## config.mk

```make
export PLATFORM = sky130hd
export DESIGN_NAME = pipelined_cla_adder
export DESIGN_NICKNAME = d
export VERILOG_FILES = /design/src/rtl/pipelined_cla_pkg.sv /design/src/rtl/cla_group.sv /design/src/rtl/pipelined_cla_adder.sv
export SDC_FILE = /design/constraint.sdc
export NUM_CORES = 1
export LEC_CHECK = 0
export CAP_MARGIN = 25
export CORE_ASPECT_RATIO = 2
export CORE_UTILIZATION = 50
export DETAILED_ROUTE_END_ITERATION = 12
export PLACE_DENSITY = 0.73
export SETUP_SLACK_MARGIN = 0.05
export SYNTH_ARGS = -nofsm -noshare
export SYNTH_HDL_FRONTEND = slang
export SYNTH_HIERARCHICAL = 1
export SYNTH_SLANG_ARGS = --single-unit
```

## constraint.sdc

```tcl
create_clock -name CLK -period 2.1 [get_ports CLK]
set_input_delay 0.525 -clock CLK [delete_from_list [all_inputs] [get_ports CLK]]
set_output_delay 0.525 -clock CLK [all_outputs]
set_load 0.1 [all_outputs]
```

## src/rtl/pipelined_cla_pkg.sv

```systemverilog
// Shared sizing helpers and group-carry bundle for the pipelined carry-lookahead adder.
package pipelined_cla_pkg;

  localparam int unsigned GROUP_MAX = 8;

  typedef struct packed {
    logic cout;
    logic cmsb;
    logic pg;
    logic gg;
  } grp_carry_t;

  localparam int unsigned GRP_CARRY_W = $bits(grp_carry_t);

  function automatic int unsigned calc_nstage(input int unsigned width, input int unsigned group);
    return (group == 0) ? 1 : width / group;
  endfunction

  function automatic bit cfg_legal(input int unsigned width, input int unsigned group);
    if (group == 0) return 1'b0;
    return (group <= GROUP_MAX) && (width >= group) && ((width % group) == 0);
  endfunction

endpackage

```

## src/rtl/cla_group.sv

```systemverilog
// Combinational GROUP-bit carry-lookahead slice with flat sum-of-products carries.
module cla_group #(
  parameter int unsigned GROUP = 4
) (
  input  logic [GROUP-1:0] A,
  input  logic [GROUP-1:0] B,
  input  logic             CIN,
  output logic [GROUP-1:0] SUM,
  output logic             COUT,
  output logic             CMSB,
  output logic             PG,
  output logic             GG
);

  logic [GROUP-1:0] p;
  logic [GROUP-1:0] g;
  logic [GROUP:0]   c;
  logic             acc;
  logic             prod;
  logic             gg_c;

  assign p = A ^ B;
  assign g = A & B;

  // c[i+1] = G[i] | P[i]G[i-1] | ... | P[i..0]CIN, each product term built independently
  always_comb begin
    c    = '0;
    acc  = 1'b0;
    prod = 1'b0;
    gg_c = 1'b0;
    c[0] = CIN;
    for (int i = 0; i < GROUP; i++) begin
      acc = CIN;
      for (int j = 0; j <= i; j++) acc = acc & p[j];
      for (int j = 0; j <= i; j++) begin
        prod = g[j];
        for (int m = j + 1; m <= i; m++) prod = prod & p[m];
        acc = acc | prod;
      end
      c[i+1] = acc;
    end
    for (int j = 0; j < GROUP; j++) begin
      prod = g[j];
      for (int m = j + 1; m < GROUP; m++) prod = prod & p[m];
      gg_c = gg_c | prod;
    end
  end

  assign SUM  = p ^ c[GROUP-1:0];
  assign COUT = c[GROUP];
  assign CMSB = c[GROUP-1];
  assign PG   = &p;
  assign GG   = gg_c;

endmodule

```

## src/rtl/pipelined_cla_adder.sv

```systemverilog
// Pipelined add/subtract: one lookahead group per stage, inter-group carry registered,
// valid/ready handshake with full backpressure.
module pipelined_cla_adder
  import pipelined_cla_pkg::*;
#(
  parameter int unsigned WIDTH = 16,
  parameter int unsigned GROUP = 4
) (
  input  logic             CLK,
  input  logic             RST_N,
  input  logic             IN_VALID,
  output logic             IN_READY,
  input  logic [WIDTH-1:0] A,
  input  logic [WIDTH-1:0] B,
  input  logic             CIN,
  input  logic             SUB,
  output logic             OUT_VALID,
  input  logic             OUT_READY,
  output logic [WIDTH-1:0] SUM,
  output logic             COUT,
  output logic             OVF
);

  localparam int unsigned NSTAGE = calc_nstage(WIDTH, GROUP);

  if (!cfg_legal(WIDTH, GROUP)) begin : g_bad_cfg
    $error("pipelined_cla_adder: WIDTH must be a multiple of GROUP and GROUP must be 1..8");
  end

  logic ovf_q;

  for (genvar k = 0; k < NSTAGE; k++) begin : g_stage
    localparam int unsigned LO = k * GROUP;

    logic [WIDTH-LO-1:0]    src_a;
    logic [WIDTH-LO-1:0]    src_b;
    logic                   src_c;
    logic                   src_v;
    logic [LO+GROUP-1:0]    s_d;
    logic [LO+GROUP-1:0]    s_q;
    logic [GROUP-1:0]       gs;
    logic                   gco;
    logic                   gcm;
    logic                   gpg;
    logic                   ggg;
    logic                   unused_grp;
    logic                   v_q;
    logic                   c_q;
    logic                   rdy;

    // Stage 0 conditions the operands; later stages consume what the previous one left
    if (k == 0) begin : g_first
      assign src_a = A;
      assign src_b = SUB ? ~B : B;
      assign src_c = CIN ^ SUB;
      assign src_v = IN_VALID;
      assign s_d   = gs;
    end else begin : g_next
      assign src_a = g_stage[k-1].g_pass.a_q;
      assign src_b = g_stage[k-1].g_pass.b_q;
      assign src_c = g_stage[k-1].c_q;
      assign src_v = g_stage[k-1].v_q;
      assign s_d   = {gs, g_stage[k-1].s_q};
    end

    cla_group #(.GROUP(GROUP)) u_grp (
      .A    (src_a[GROUP-1:0]),
      .B    (src_b[GROUP-1:0]),
      .CIN  (src_c),
      .SUM  (gs),
      .COUT (gco),
      .CMSB (gcm),
      .PG   (gpg),
      .GG   (ggg)
    );

    // Group propagate/generate are kept for a future second lookahead level
    assign unused_grp = gpg ^ ggg;

    always_ff @(posedge CLK or negedge RST_N) begin
      if (!RST_N) begin
        v_q <= 1'b0;
        s_q <= '0;
        c_q <= 1'b0;
      end else if (rdy) begin
        v_q <= src_v;
        s_q <= s_d;
        c_q <= gco;
      end
    end

    if (k < NSTAGE - 1) begin : g_pass
      localparam int unsigned REM = WIDTH - LO - GROUP;

      logic [REM-1:0] a_q;
      logic [REM-1:0] b_q;
      logic           unused_cmsb;

      assign unused_cmsb = gcm;
      assign rdy         = !v_q | g_stage[k+1].rdy;

      always_ff @(posedge CLK or negedge RST_N) begin
        if (!RST_N) begin
          a_q <= '0;
          b_q <= '0;
        end else if (rdy) begin
          a_q <= src_a[WIDTH-LO-1:GROUP];
          b_q <= src_b[WIDTH-LO-1:GROUP];
        end
      end
    end else begin : g_last
      assign rdy = !v_q | OUT_READY;

      always_ff @(posedge CLK or negedge RST_N) begin
        if (!RST_N) begin
          ovf_q <= 1'b0;
        end else if (rdy) begin
          ovf_q <= gcm ^ gco;
        end
      end
    end
  end

  assign IN_READY  = g_stage[0].rdy;
  assign OUT_VALID = g_stage[NSTAGE-1].v_q;
  assign SUM       = g_stage[NSTAGE-1].s_q;
  assign COUT      = g_stage[NSTAGE-1].c_q;
  assign OVF       = ovf_q;

endmodule

```

==> results.ini, run 1 <==
[run_status]
status = completed

[timing]
fin_skew_ps = 6.26
fmax_mhz = 508
grt_setup_unrepaired = no
period_minus_slack_ps = 1970
setup_viol = 0
tightest_slew_ps = 479
fin_tns_setup_ps = 0
maxSlewViolCount = 0
hold_violations = 0
holdWs_ps = 138
slew_headroom = 0.680
period_share = 0.937

[power]
leakage_nw = 2.41
pwr-share-comb = 0.414
power_mw = 7.57
power_switching_mw = 3.04
irDropWorstVdd_mv = 0.658
intPower_mw = 4.52
power.density_nw_per_um2 = 1390
clkPwrFrac = 0.221
swShare = 0.402
power_frac_seq = 0.365

[cells_and_area]
num_antenna_cells = 0
layout_commonest_cell = dfrtp_1
final_util = 0.634
drive_above_1_share = 0.381
syn_to_final_growth_pct = 24.0
stdcell_count = 483
final_nets = 440
final_cell_mix = dfrtp_1 (96), mux2_2 (72), buf_4 (33), clkdlybuf4s50_1 (33), ha_1 (19)

[placed_design]
placed_cells = 466
dpl.hpwl_um = 5360
gp_congestion = 0.799
port_buffers = 57

[clock_network]
clock_sinks = 97
cts_buffer_depth = 2
numCtsBuffers = 9
holdBufCountCts = 0
h-tree-depth = 3
path_clk_slew_ps = 70
cts_root_buf = clkbuf_16
tritoncts = built
clk_latency_ps = 340

[detailed_routing]
ant_nets = 0
wl_per_cell_um = 14.7
drtIter0Drc = 121
num_vias = 2498
drt-pass1-iter-count = 4
viasPerCell = 5.17
drt_drc_violations_left = 0
wl_um = 7110

[synth]
synth_area_um2 = 4390
yosys_warnings = 6
synth.avg_cell_area_um2 = 14.3
synthCells = 307
synth_nets = 369

[global_routing]
grt_remaining_overflow = 0
grt_pass1_vias = 2675
grt_pass1_wl_um = 12300
grt_use_total = 0.181
grt_max_degree = 39
antenna_found_initial = 0

[floorplanning]
boundaryPins = 58
initial_core_util = 0.511
die-area_um2 = 9190
coreArea_um2 = 8590
dieWidth_um = 68.3
num_rows = 48
die_y_um = 135

[critical_path]
cp_max_fo = 7
worstSetupPathType = input port to flop
arrival_ps = 2190
critPathLaunch = SUB
worstReg2RegEnd = g_stage[2].c_q
cp-start-kind = input port
r2r_setup_slack_ps = 280
reg2reg_depth = 6
end_kind = flop
endpoint = g_stage[0].s_q[2]
r2r_start = g_stage[1].g_pass.a_q[0]
required_ps = 2330

[flow_run]
maxCapViolCount = 0

[worst_hold_path]
hold_path_class = input port to asynchronous set/reset pin

## per-layer routing
| metal | GRT usage | up-vias | wire length [um] | share of wire |
|---|---|---|---|---|
| met3 | 0.0431 | 17 | 209 | 0.029 |
| met4 | 0.0938 | 0 | 242 | 0.034 |
| met2 | 0.291 | 48 | 3600 | 0.51 |
| met1 | 0.217 | 1214 | 3050 | 0.43 |
| met5 | 0 | - | 0 | 0 |
| li1 | - | 1219 | - | - |
## worst min-delay path by stage
| stage | to | cells after the start |
|---|---|---|
| 5_1_grt | SUM[9] | 1 |
| 3_3_place_gp | g_stage[2].v_q | 1 |
| 6_report | SUM[8] | 1 |
| 2_1_floorplan | COUT | 0 |
| 3_5_place_dp | g_stage[2].v_q | 1 |
| 4_1_cts | SUM[8] | 1 |
## sequential cells by signal, indices dropped and copies added, names as in the netlist
signal and cells:
g_stage.g_pass.b_q 24, OUT_VALID 1, g_stage.s_q 24, g_stage.c_q 3, g_stage.g_pass.a_q 24, SUM 16
g_stage.v_q 3, COUT 1, OVF 1
## power groups by stage
stage | combinational [mW] | sequential (mW) | clock, mW
floorplan | 1.20 | 4.02 | 0
global placement | 3.08 | 2.79 | 0
detailed placement | 3.15 | 2.81 | 0
CTS | 3.16 | 2.77 | 1.72
global route | 3.32 | 2.85 | 1.79
finish | 3.13 | 2.76 | 1.67
## critical path, cell delays in order
cell,delay (ps)
dlygate4sd2_1,300
buf_6,170
xor2_1,160
ha_1,340
a21oi_2,140
a21boi_1,220
xnor2_1,90
mux2_4,250
## final cells by class
type | count | area (um2)
repair buffers | 73 | 676
inverters | 5 | 23.8
clock buffers | 9 | 225
well taps | 100 | 125
flip-flops and latches | 97 | 2430
clock inverters | 7 | 83.8
fillers | 672 | 3140
multi-input cells | 192 | 1880
## timing repair
| item | 4_1_cts | 5_1_grt |
|---|---|---|
| pin swaps | 1 | 0 |
| resized for setup | 4 | 1 |
| buffers inserted | 1 | 0 |
| hold endpoints to repair | 0 | 0 |
| endpoints found under the setup margin | 5 | 1 |
## stage by stage
step	cell area, um2	setup WS, ps
after floorplan	4430	-83.7
after global placement	5120	-440
after detailed placement	5120	-565
after CTS	5440	73.7
after global routing	5440	56.5
final	5440	132
Note: power is estimated with default switching activity, not from simulation.
==> run 2, diff against run 1 <==
--- a/config.mk
+++ b/config.mk
@@ -5,7 +5,7 @@
 export SDC_FILE = /design/constraint.sdc
 export NUM_CORES = 1
 export LEC_CHECK = 0
-export CAP_MARGIN = 25
+export CAP_MARGIN = 30
 export CORE_ASPECT_RATIO = 2
 export CORE_UTILIZATION = 50
 export DETAILED_ROUTE_END_ITERATION = 12
==> results of run 2 <==
Same layout as run 1: the final DEF is identical, and so are final timing and power.
==> run 3, diff against run 2 <==
--- a/config.mk
+++ b/config.mk
@@ -8,6 +8,7 @@
 export CAP_MARGIN = 30
 export CORE_ASPECT_RATIO = 2
 export CORE_UTILIZATION = 50
+export CTS_CLUSTER_SIZE = 25
 export DETAILED_ROUTE_END_ITERATION = 12
 export PLACE_DENSITY = 0.73
 export SETUP_SLACK_MARGIN = 0.05
@@ -15,3 +16,4 @@
 export SYNTH_HDL_FRONTEND = slang
 export SYNTH_HIERARCHICAL = 1
 export SYNTH_SLANG_ARGS = --single-unit
+export TNS_END_PERCENT = 1
==> run 3 against run 2 <==
Via count increased by 1.2%. Sequential power hardly changed. Clock skew is essentially flat. Setup slack worse by 7.9 ps. Critical path type is now input port to primary output. Clock-buffer cell count increased by 3. Fmax shrank 0.40%. Global-route usage is essentially flat. Routed wire length is 0.44% higher. Flip-flop and latch count is the same. Largest cell class unchanged. Critical path depth down 3.
==> results.ini, run 3 (synthesized netlist as in run 1, its figures left out) <==
[critical_path]
critPathSlowestCell = and4b_1
end_kind = primary output
slowest_delay_ps = 290
path_cells = dlygate4sd2_1 -> and4b_1 -> and2_4 -> inv_6 -> buf_12
cp-start-kind = input port
arrival_ps = 1450
required_ps = 1570
cp_max_fo = 4
worstSetupPathType = input port to primary output

[cells_and_area]
final_cell_mix = dfrtp_1 (96), mux2_2 (72), buf_4 (34), clkdlybuf4s50_1 (33), ha_1 (19)
num_antenna_cells = 0
layout_commonest_cell = dfrtp_1
final_nets = 441
n_fill_cell = 673
fin_area_um2 = 5450
reg_top3 = g_stage.g_pass.a_q x24, g_stage.g_pass.b_q x24, g_stage.s_q x24
stdcell_count = 484
drive_above_1_share = 0.380
syn_to_final_growth_pct = 24.1

[floorplanning]
num_rows = 48
boundaryPins = 58
coreArea_um2 = 8590
dieWidth_um = 68.3
initial_core_util = 0.511
die_y_um = 135
die-area_um2 = 9190

[detailed_routing]
wl_per_cell_um = 14.8
ant_nets = 0
viasPerCell = 5.22
num_vias = 2527
drt-pass1-iter-count = 4
drt_drc_violations_left = 0
wl_um = 7140
drtIter0Drc = 144

[clock_network]
numCtsBuffers = 9
post_cts_buffers = 0
path_clk_slew_ps = 60
cts_root_buf = clkbuf_16
clock_sinks = 97
holdBufCountCts = 0
cts_resized = 5
cts_buffer_depth = 2
tritoncts = built
h-tree-depth = 3
clk_latency_ps = 340

[power]
irDropWorstVdd_mv = 0.554
power.density_nw_per_um2 = 1380
clkPwrFrac = 0.218
pwr-share-comb = 0.415
intPower_mw = 4.57
power_switching_mw = 2.98
power_mw = 7.55
power_frac_seq = 0.367
leakage_nw = 2.41
swShare = 0.395

[timing]
fin_skew_ps = 6.57
period_minus_slack_ps = 1980
maxSlewViolCount = 0
tightest_slew_ps = 479
setup_viol = 0
fmax_mhz = 506
hold_violations = 0
period_share = 0.941
grt_setup_unrepaired = no
slew_headroom = 0.681

[global_routing]
grt_pass1_vias = 2593
grt_remaining_overflow = 0
grt_pass1_wl_um = 12200
grt_max_degree = 39
antenna_found_initial = 0
grt_use_total = 0.180

[run_status]
status = completed

[placed_design]
placed_cells = 468
dpl.hpwl_um = 5350
placed_area_um2 = 5140
port_buffers = 57
gp_congestion = 0.815

[worst_hold_path]
hold_path_class = input port to asynchronous set/reset pin

[flow_run]
maxCapViolCount = 0

run 3: changes by cell type in the layout (fill, tap and decap cells not counted):
| cell | previous run | this run |
|---|---|---|
| clkinv_2 | 0 | 1 |
| clkbuf_1 | 0 | 1 |
| inv_8 | 1 | 0 |
| clkbuf_8 | 0 | 2 |
| buf_4 | 33 | 34 |
| inv_6 | 4 | 1 |
run 3: per-layer routing:
metal	GRT usage	vias to the layer above	share of wire
li1	-	1214	-
met5	0	-	0
met2	0.288	63	0.52
met4	0.0961	0	0.029
met1	0.222	1233	0.42
met3	0.0380	17	0.031
run 3: path summary, 6_finish.rpt:
path	from	endpoint	slack (ps)	cells after the start
max in group asynchronous	RST_N	g_stage[1].s_q[2]	1300	2
hold / removal	RST_N	g_stage[2].c_q	140	1
hold reg to reg	g_stage[1].v_q	g_stage[2].v_q	460	1
min in group CLK	g_stage[1].v_q	g_stage[2].v_q	460	1
setup / recovery	OUT_READY	IN_READY	120	5
setup reg to reg	g_stage[1].g_pass.a_q[0]	g_stage[2].c_q	260	6
run 3: stage by stage:
stage           util  setup TNS, ps  hold WS [ps]  worst slack [ps]
6_report       0.635              0           144               124
5_1_grt        0.635              0           172              83.4
4_1_cts        0.635              0           153               120
3_5_place_dp   0.598          -4620           444              -496
3_3_place_gp   0.598          -4910           447              -446
2_1_floorplan      -           -171           229             -91.3
run 3: final cells by class:
class                      instances  area, um2  share of cell area
sequential                        97       2430               0.446
multi-input combinational        192       1880               0.345
timing repair buffer              74        683               0.125
clock buffer                      12        256              0.0471
tap                              100        125              0.0230
clock inverter                     4       51.3             0.00941
inverter                           5       23.8             0.00436
run 3: worst max-delay path: cells and delay by family:
kind / cells / cell delay, ps
buffers and inverters: 3 / 450
AND/OR/NAND/NOR: 2 / 470
run 3: power by group through the flow:
stage / logic [mW] / clock network [mW] / registers [mW]
floorplan: 1.19 / 0 / 4.02
global placement: 3.08 / 0 / 2.79
detailed placement: 3.15 / 0 / 2.82
CTS: 3.16 / 1.69 / 2.78
global route: 3.33 / 1.77 / 2.86
finish: 3.13 / 1.64 / 2.77
